<file path="src/rtl/spi_cmd_pkg.sv">
// Shared opcodes, sequencer states and status-byte layout for the SPI command controller.
package spi_cmd_pkg;

  localparam logic [7:0] OP_NOP    = 8'h00;
  localparam logic [7:0] OP_WRITE  = 8'h01;
  localparam logic [7:0] OP_READ   = 8'h02;
  localparam logic [7:0] OP_STATUS = 8'h03;
  localparam logic [7:0] OP_CLEAR  = 8'h04;

  typedef enum logic [2:0] {
    IDLE,
    ADDR_HI,
    ADDR_LO,
    WDATA,
    RDATA,
    STAT,
    DISCARD
  } state_e;

  localparam int unsigned STAT_ERR_BIT  = 0;
  localparam int unsigned STAT_OVR_BIT  = 1;
  localparam int unsigned STAT_BUSY_BIT = 2;

  // Pack the status reply byte; unused bits read as zero.
  function automatic logic [7:0] status_byte(input logic busy, input logic ovr, input logic err);
    logic [7:0] s;
    s                = '0;
    s[STAT_BUSY_BIT] = busy;
    s[STAT_OVR_BIT]  = ovr;
    s[STAT_ERR_BIT]  = err;
    return s;
  endfunction

endpackage

</file>
<file path="src/rtl/sync_2ff.sv">
// Two-flop synchroniser for a single asynchronous level into clk_sys.
module sync_2ff #(
  parameter logic RST_VAL = 1'b0
) (
  input  logic clk_sys,
  input  logic rst,
  input  logic d,
  output logic q
);

  logic meta;

  always_ff @(posedge clk_sys) begin
    if (rst) begin
      meta <= RST_VAL;
      q    <= RST_VAL;
    end else begin
      meta <= d;
      q    <= meta;
    end
  end

endmodule

</file>
<file path="src/rtl/spi_cmd_ctrl.sv">
// SPI packet parser that turns received bytes into single-beat register/framebuffer
// bus accesses with address auto-increment, and returns read/status bytes to spi_slave.
module spi_cmd_ctrl
  import spi_cmd_pkg::*;
#(
  parameter int unsigned ADDR_W      = 16,
  parameter int unsigned ACK_TIMEOUT = 64
) (
  input  logic              clk_sys,
  input  logic              rst,
  input  logic              cs_n,
  input  logic              rx_ready,
  input  logic [7:0]        rx_data,
  output logic [7:0]        tx_data,
  output logic              bus_req,
  output logic              bus_we,
  output logic [ADDR_W-1:0] bus_addr,
  output logic [7:0]        bus_wdata,
  input  logic              bus_ack,
  input  logic [7:0]        bus_rdata,
  output logic              busy
);

  localparam int unsigned     CNT_W    = $clog2(ACK_TIMEOUT + 1);
  localparam logic [CNT_W-1:0] CNT_LAST = CNT_W'(ACK_TIMEOUT - 1);

  state_e              state_q, state_d;
  logic [ADDR_W-1:0]   addr_q, addr_d;
  logic                is_read_q, is_read_d;
  logic                err_q, err_d;
  logic                ovr_q, ovr_d;
  logic [CNT_W-1:0]    cnt_q, cnt_d;
  logic [7:0]          tx_d;
  logic                req_d, we_d, busy_d;
  logic [ADDR_W-1:0]   baddr_d;
  logic [7:0]          wdata_d;

  logic cs_n_sync, cs_active;
  logic ack_c, tmo_c, rx_c, ovr_c, byte_c;

  sync_2ff #(.RST_VAL(1'b1)) u_cs_sync (
    .clk_sys (clk_sys),
    .rst     (rst),
    .d       (cs_n),
    .q       (cs_n_sync)
  );

  // An ack retires before a coincident byte is judged, so that byte is not an overrun.
  assign cs_active = ~cs_n_sync;
  assign ack_c     = bus_req & bus_ack;
  assign tmo_c     = bus_req & ~bus_ack & (cnt_q == CNT_LAST);
  assign rx_c      = rx_ready & cs_active;
  assign ovr_c     = rx_c & bus_req & ~bus_ack;
  assign byte_c    = rx_c & ~ovr_c;

  always_ff @(posedge clk_sys) begin
    if (rst) state_q <= IDLE;
    else     state_q <= state_d;
  end

  always_comb begin
    state_d = state_q;
    if (!cs_active) begin
      state_d = IDLE;
    end else if (tmo_c) begin
      state_d = DISCARD;
    end else if (byte_c) begin
      case (state_q)
        IDLE: begin
          case (rx_data)
            OP_NOP, OP_CLEAR:  state_d = IDLE;
            OP_WRITE, OP_READ: state_d = ADDR_HI;
            OP_STATUS:         state_d = STAT;
            default:           state_d = DISCARD;
          endcase
        end
        ADDR_HI: state_d = ADDR_LO;
        ADDR_LO: state_d = is_read_q ? RDATA : WDATA;
        default: state_d = state_q;
      endcase
    end
  end

  always_comb begin
    addr_d    = addr_q;
    is_read_d = is_read_q;
    err_d     = err_q;
    ovr_d     = ovr_q;
    cnt_d     = cnt_q;
    tx_d      = tx_data;
    req_d     = bus_req;
    we_d      = bus_we;
    baddr_d   = bus_addr;
    wdata_d   = bus_wdata;

    if (bus_req) cnt_d = cnt_q + CNT_W'(1);

    if (ack_c) begin
      req_d  = 1'b0;
      addr_d = addr_q + ADDR_W'(1);
      if (!bus_we && state_q == RDATA) tx_d = bus_rdata;
    end
    if (tmo_c) begin
      req_d = 1'b0;
      err_d = 1'b1;
    end
    if (ovr_c) ovr_d = 1'b1;

    if (byte_c) begin
      case (state_q)
        IDLE: begin
          case (rx_data)
            OP_WRITE: is_read_d = 1'b0;
            OP_READ:  is_read_d = 1'b1;
            OP_CLEAR: begin
              err_d = 1'b0;
              ovr_d = 1'b0;
            end
            OP_NOP, OP_STATUS: ;
            default:  err_d = 1'b1;
          endcase
        end
        ADDR_HI: addr_d = ADDR_W'({rx_data, addr_q[7:0]});
        ADDR_LO: begin
          addr_d = {addr_q[ADDR_W-1:8], rx_data};
          if (is_read_q) begin
            req_d   = 1'b1;
            we_d    = 1'b0;
            baddr_d = addr_d;
            cnt_d   = '0;
          end
        end
        WDATA: begin
          req_d   = 1'b1;
          we_d    = 1'b1;
          baddr_d = addr_d;
          wdata_d = rx_data;
          cnt_d   = '0;
        end
        RDATA: begin
          req_d   = 1'b1;
          we_d    = 1'b0;
          baddr_d = addr_d;
          cnt_d   = '0;
        end
        default: ;
      endcase
    end

    // The FSM is always non-IDLE here, so the busy bit reports bus activity instead.
    if (state_q == STAT) tx_d = status_byte(bus_req, ovr_q, err_q);
    if (!cs_active)      tx_d = '0;

    busy_d = (state_d != IDLE) | req_d;
  end

  always_ff @(posedge clk_sys) begin
    if (rst) begin
      addr_q    <= '0;
      is_read_q <= 1'b0;
      err_q     <= 1'b0;
      ovr_q     <= 1'b0;
      cnt_q     <= '0;
      tx_data   <= '0;
      bus_req   <= 1'b0;
      bus_we    <= 1'b0;
      bus_addr  <= '0;
      bus_wdata <= '0;
      busy      <= 1'b0;
    end else begin
      addr_q    <= addr_d;
      is_read_q <= is_read_d;
      err_q     <= err_d;
      ovr_q     <= ovr_d;
      cnt_q     <= cnt_d;
      tx_data   <= tx_d;
      bus_req   <= req_d;
      bus_we    <= we_d;
      bus_addr  <= baddr_d;
      bus_wdata <= wdata_d;
      busy      <= busy_d;
    end
  end

endmodule

</file>
<file path="config.mk">
export PLATFORM = sky130hd
export DESIGN_NAME = spi_cmd_ctrl
export DESIGN_NICKNAME = d
export VERILOG_FILES = /design/src/rtl/spi_cmd_pkg.sv /design/src/rtl/sync_2ff.sv /design/src/rtl/spi_cmd_ctrl.sv
export SDC_FILE = /design/constraint.sdc
export NUM_CORES = 1
export LEC_CHECK = 0
export CORE_MARGIN = 5
export CORE_UTILIZATION = 54
export DETAILED_ROUTE_END_ITERATION = 10
export PLACE_DENSITY = 0.86
export SLEW_MARGIN = 40
export SYNTH_ARGS = -nofsm -noshare
export SYNTH_HDL_FRONTEND = slang
export SYNTH_SLANG_ARGS = --single-unit
</file>
<file path="constraint.sdc">
create_clock -name clk_sys -period 1.83 [get_ports clk_sys]
set_input_delay 0.366 -clock clk_sys [delete_from_list [all_inputs] [get_ports clk_sys]]
set_output_delay 0.366 -clock clk_sys [all_outputs]
set_load 0.005 [all_outputs]
</file>
==> flow_summary.yaml <==
clock_tree:
  cts.clk_slew.worst_paths_ps: 70
  clk_latency_ps: 350
  htreeDepth: 3
  ctsLongestPathBuffers: 2
  cts_buffers: 9
  clockRootBuffer: "clkbuf_8"
  ctsHoldBuffers: 0
  cts_tree: "done"
  clock-sinks: 66
setup_path:
  slowest_delay_ps: 450
  cp-start-kind: "input pin"
  critPathSlowestCell: "clkdlybuf4s50_1"
  setup.worst_path.class: "in -> reg"
  crit_chain: "clkdlybuf4s50_1 > nor4_2 > buf_4 > nand2b_1 > buf_4 > o31a_1 > o21a_1 > nand4bb_1"
  r2r_end: "busy"
  crit_top_cell: "buf_4"
  cp-startpoint: "rx_data[5]"
  path_depth: 8
  rr_startpoint: "state_q[1]"
  path_delay_family: "buffers and inverters"
  reg2regPathDepth: 6
  endpoint: "busy"
  worstPathArrival_ps: 2030
  required_ps: 2040
  worst_setup_path_end_kind: "register"
  r2r_slack_ps: 70
  critPathBufInv: 3
  path_max_fanout: 2
pwr:
  p_seq_share_pct: 45.5
  combPwrFrac_pct: 5.2
  swShare_pct: 21.19
  p_leak_nw: 1.881
  p_int_w: 0.002498
  power.switching_w: 0.0006715
  clkPwrFrac_pct: 49.3
  ir_worst_vdd_uv: 511.6
  p_per_area_nw_per_um2: 645.9
place:
  dp_hpwl_microns: 7776
  place_inst: 595
  gp_congestion: 0.9538
  io_buffer_count: 55
  placed_area_sq_um: 4532
detailed_routing:
  first_iter_violations: 366
  drc: 0
  vias: 3708
  antenna_left: 0
  first_pass_iters: 6
  wl_microns: 11360
  avgRoutedWirePerCell_microns: 18.53
  vias_per_cell: 6.049
synthesis:
  synth-main-ff-cell: "dfxtp_1"
  async_reset_ff_share_pct: 0
  netlist_instances: 424
  syn_area_sq_um: 3488
  synth_edf_count: 0
  synth-seq-cells: 66
  synthTopCellsByArea: "dfxtp_1 (38%), a21oi_1 (5.3%), nand2_1 (4.7%)"
  synth_top_area_share_pct: 37.88
  syn-num-nets: 447
  synth.largest_area_cell: "dfxtp_1"
  ys_types: 64
  ys_seq_area_share_pct: 37.88
  synth.avg_cell_area_sq_um: 8.227
  yosysWarnings: 0
grt:
  antenna_found_initial: 0
  global_route.overflow_total: 0
  grt_max_degree: 20
  grt_pass1_vias: 3614
  track_usage_pct: 26.94
  grt_pass1_wl_microns: 17910
sta:
  final_hold_viol_count: 0
  finClkSkew_ps: 12.94
  relSlewSlack_pct: 69.23
  min_period_ps: 1826
  setup_viol: 0
  fin_setup_tns_ps: 0
  final-max-slew-violation-count: 0
  fin_crit_sh_pct: 99.76
  max_freq_ghz: 0.5478
  rsz0062_at_grt: "yes"
  worst_pin_slew_ps: 461.0
finish:
  n_antenna_cell: 0
  final_area_sq_um: 4907
  layout.nets: 554
  final_cells: 613
  final_util_pct: 77.72
  syn_to_final_growth_pct: 40.67
  drive_gt1_share_pct: 22.39
floorplanning:
  dieArea_sq_um: 8168
  chipHeight_microns: 90.38
  fp-row-count: 29
  start_util_pct: 55.25
  fp.dieW_microns: 90.38
  ioPinCount: 56
  core_area_sq_um: 6314
flow_run:
  max_cap_violations: 0
run_status:
  status: "finished, final reports clean"
min_path:
  hold_path_class: "reg -> reg"
per-layer routing:
layer | vias up | wire, microns | GRT usage, % | share of wire [%]
li1 | 1737 | - | - | -
met1 | 1750 | 4714 | 34.14 | 42
met2 | 180 | 5347 | 43.66 | 47
met3 | 41 | 927 | 5.667 | 8.2
met4 | 0 | 367 | 12.41 | 3.2
met5 | - | 0 | 0 | 0
worst min-delay path by stage:
stage | endpoint | startpoint | slack (ps) | depth (start not counted)
2_1_floorplan | u_cs_sync.q | u_cs_sync.meta | 390 | 1
6_report | u_cs_sync.q | u_cs_sync.meta | 420 | 1
3_3_place_gp | u_cs_sync.q | u_cs_sync.meta | 390 | 1
4_1_cts | u_cs_sync.q | u_cs_sync.meta | 420 | 1
3_5_place_dp | u_cs_sync.q | u_cs_sync.meta | 400 | 1
5_1_grt | u_cs_sync.q | u_cs_sync.meta | 440 | 1
registers in the layout (all words and copies together) (netlist names):
| name | count |
|---|---|
| ovr_q | 1 |
| err_q | 1 |
| u_cs_sync.meta | 1 |
| bus_wdata | 8 |
| cnt_q | 7 |
| bus_we | 1 |
| state_q | 3 |
| addr_q | 16 |
| bus_req | 1 |
| u_cs_sync.q | 1 |
| bus_addr | 16 |
| tx_data | 8 |
| is_read_q | 1 |
| busy | 1 |
logic make-up after synthesis:
| logic type | synth area share, % |
|---|---|
| and+or+nand+nor | 25.36 |
| AOI/OAI and AO/OA | 21.63 |
| DFF | 37.88 |
| buffers and inverters | 5.703 |
| xor gates and xnor gates | 5.272 |
| muxes | 3.157 |
| adders and majority gates | 1.004 |
per-stage QoR:
stage	setup WS, ps	hold slack [ps]	power (W)
global route	-85.22	436.8	0.003262
floorplan	161.1	389.5	0.001528
CTS	-9.128	421.7	0.003169
detailed placement	-546.3	402.9	0.001628
finish	4.381	418.6	0.003170
global placement	-491.9	394.3	0.001626
timing repair:
action                                  CTS  global route
setup buffers                             0             2
gates resized for setup                  10            18
endpoints found under the setup margin    5            36
pin swaps                                 1             4
area by class of cell:
cell class                      instances  area [sq um]
Tap cell                               77         96.34
Sequential cell                        66          1324
Multi-Input combinational cell        317          2046
Clock buffer                           12         155.1
Clock inverter                          4         97.59
Timing Repair Buffer                  129          1159
Inverter                                8         30.03
Fill cell                             442          1406
synthesized netlist by cell type (all sizes together), types with 2 or more instances:
cell,instances
a211o,4
a211oi,6
a21oi,37
a221oi,4
a311oi,3
a31oi,4
a32o,2
and2,5
and3,5
and4,5
buf,19
clkbuf,14
dfxtp,66
ha,2
inv,8
mux2i,11
nand2,45
nand2b,5
nand3,19
nand4,6
nor2,38
nor2b,3
nor3,16
nor3b,2
nor4,7
o211ai,7
o21a,2
o21ai,32
o22ai,2
o31a,3
or2,3
or3,2
xnor2,10
xor2,11
power groups by stage:
stage                     clock network (W)  logic [W]  registers, W
after detailed placement                  0   0.000154       0.00147
after CTS                           0.00157   0.000156       0.00144
after global placement                    0   0.000152       0.00147
final                               0.00156   0.000166       0.00144
after floorplan                           0  0.0000542       0.00147
after global routing                0.00165   0.000173       0.00144
layout by cell type (no fill, tap or decap), types with 5 or more instances in the layout:
master,instances
a211oi_1,5
a21oi_1,37
and3_1,5
buf_4,67
clkbuf_8,11
clkdlybuf4s50_1,52
dfxtp_1,64
inv_1,7
mux2i_1,11
nand2_1,43
nand3_1,19
nand4_1,5
nor2_1,36
nor3_1,14
o211ai_1,7
o21ai_0,14
o21ai_1,17
xnor2_1,10
xor2_1,11
No activity file was read; power rests on OpenSTA's default activity.
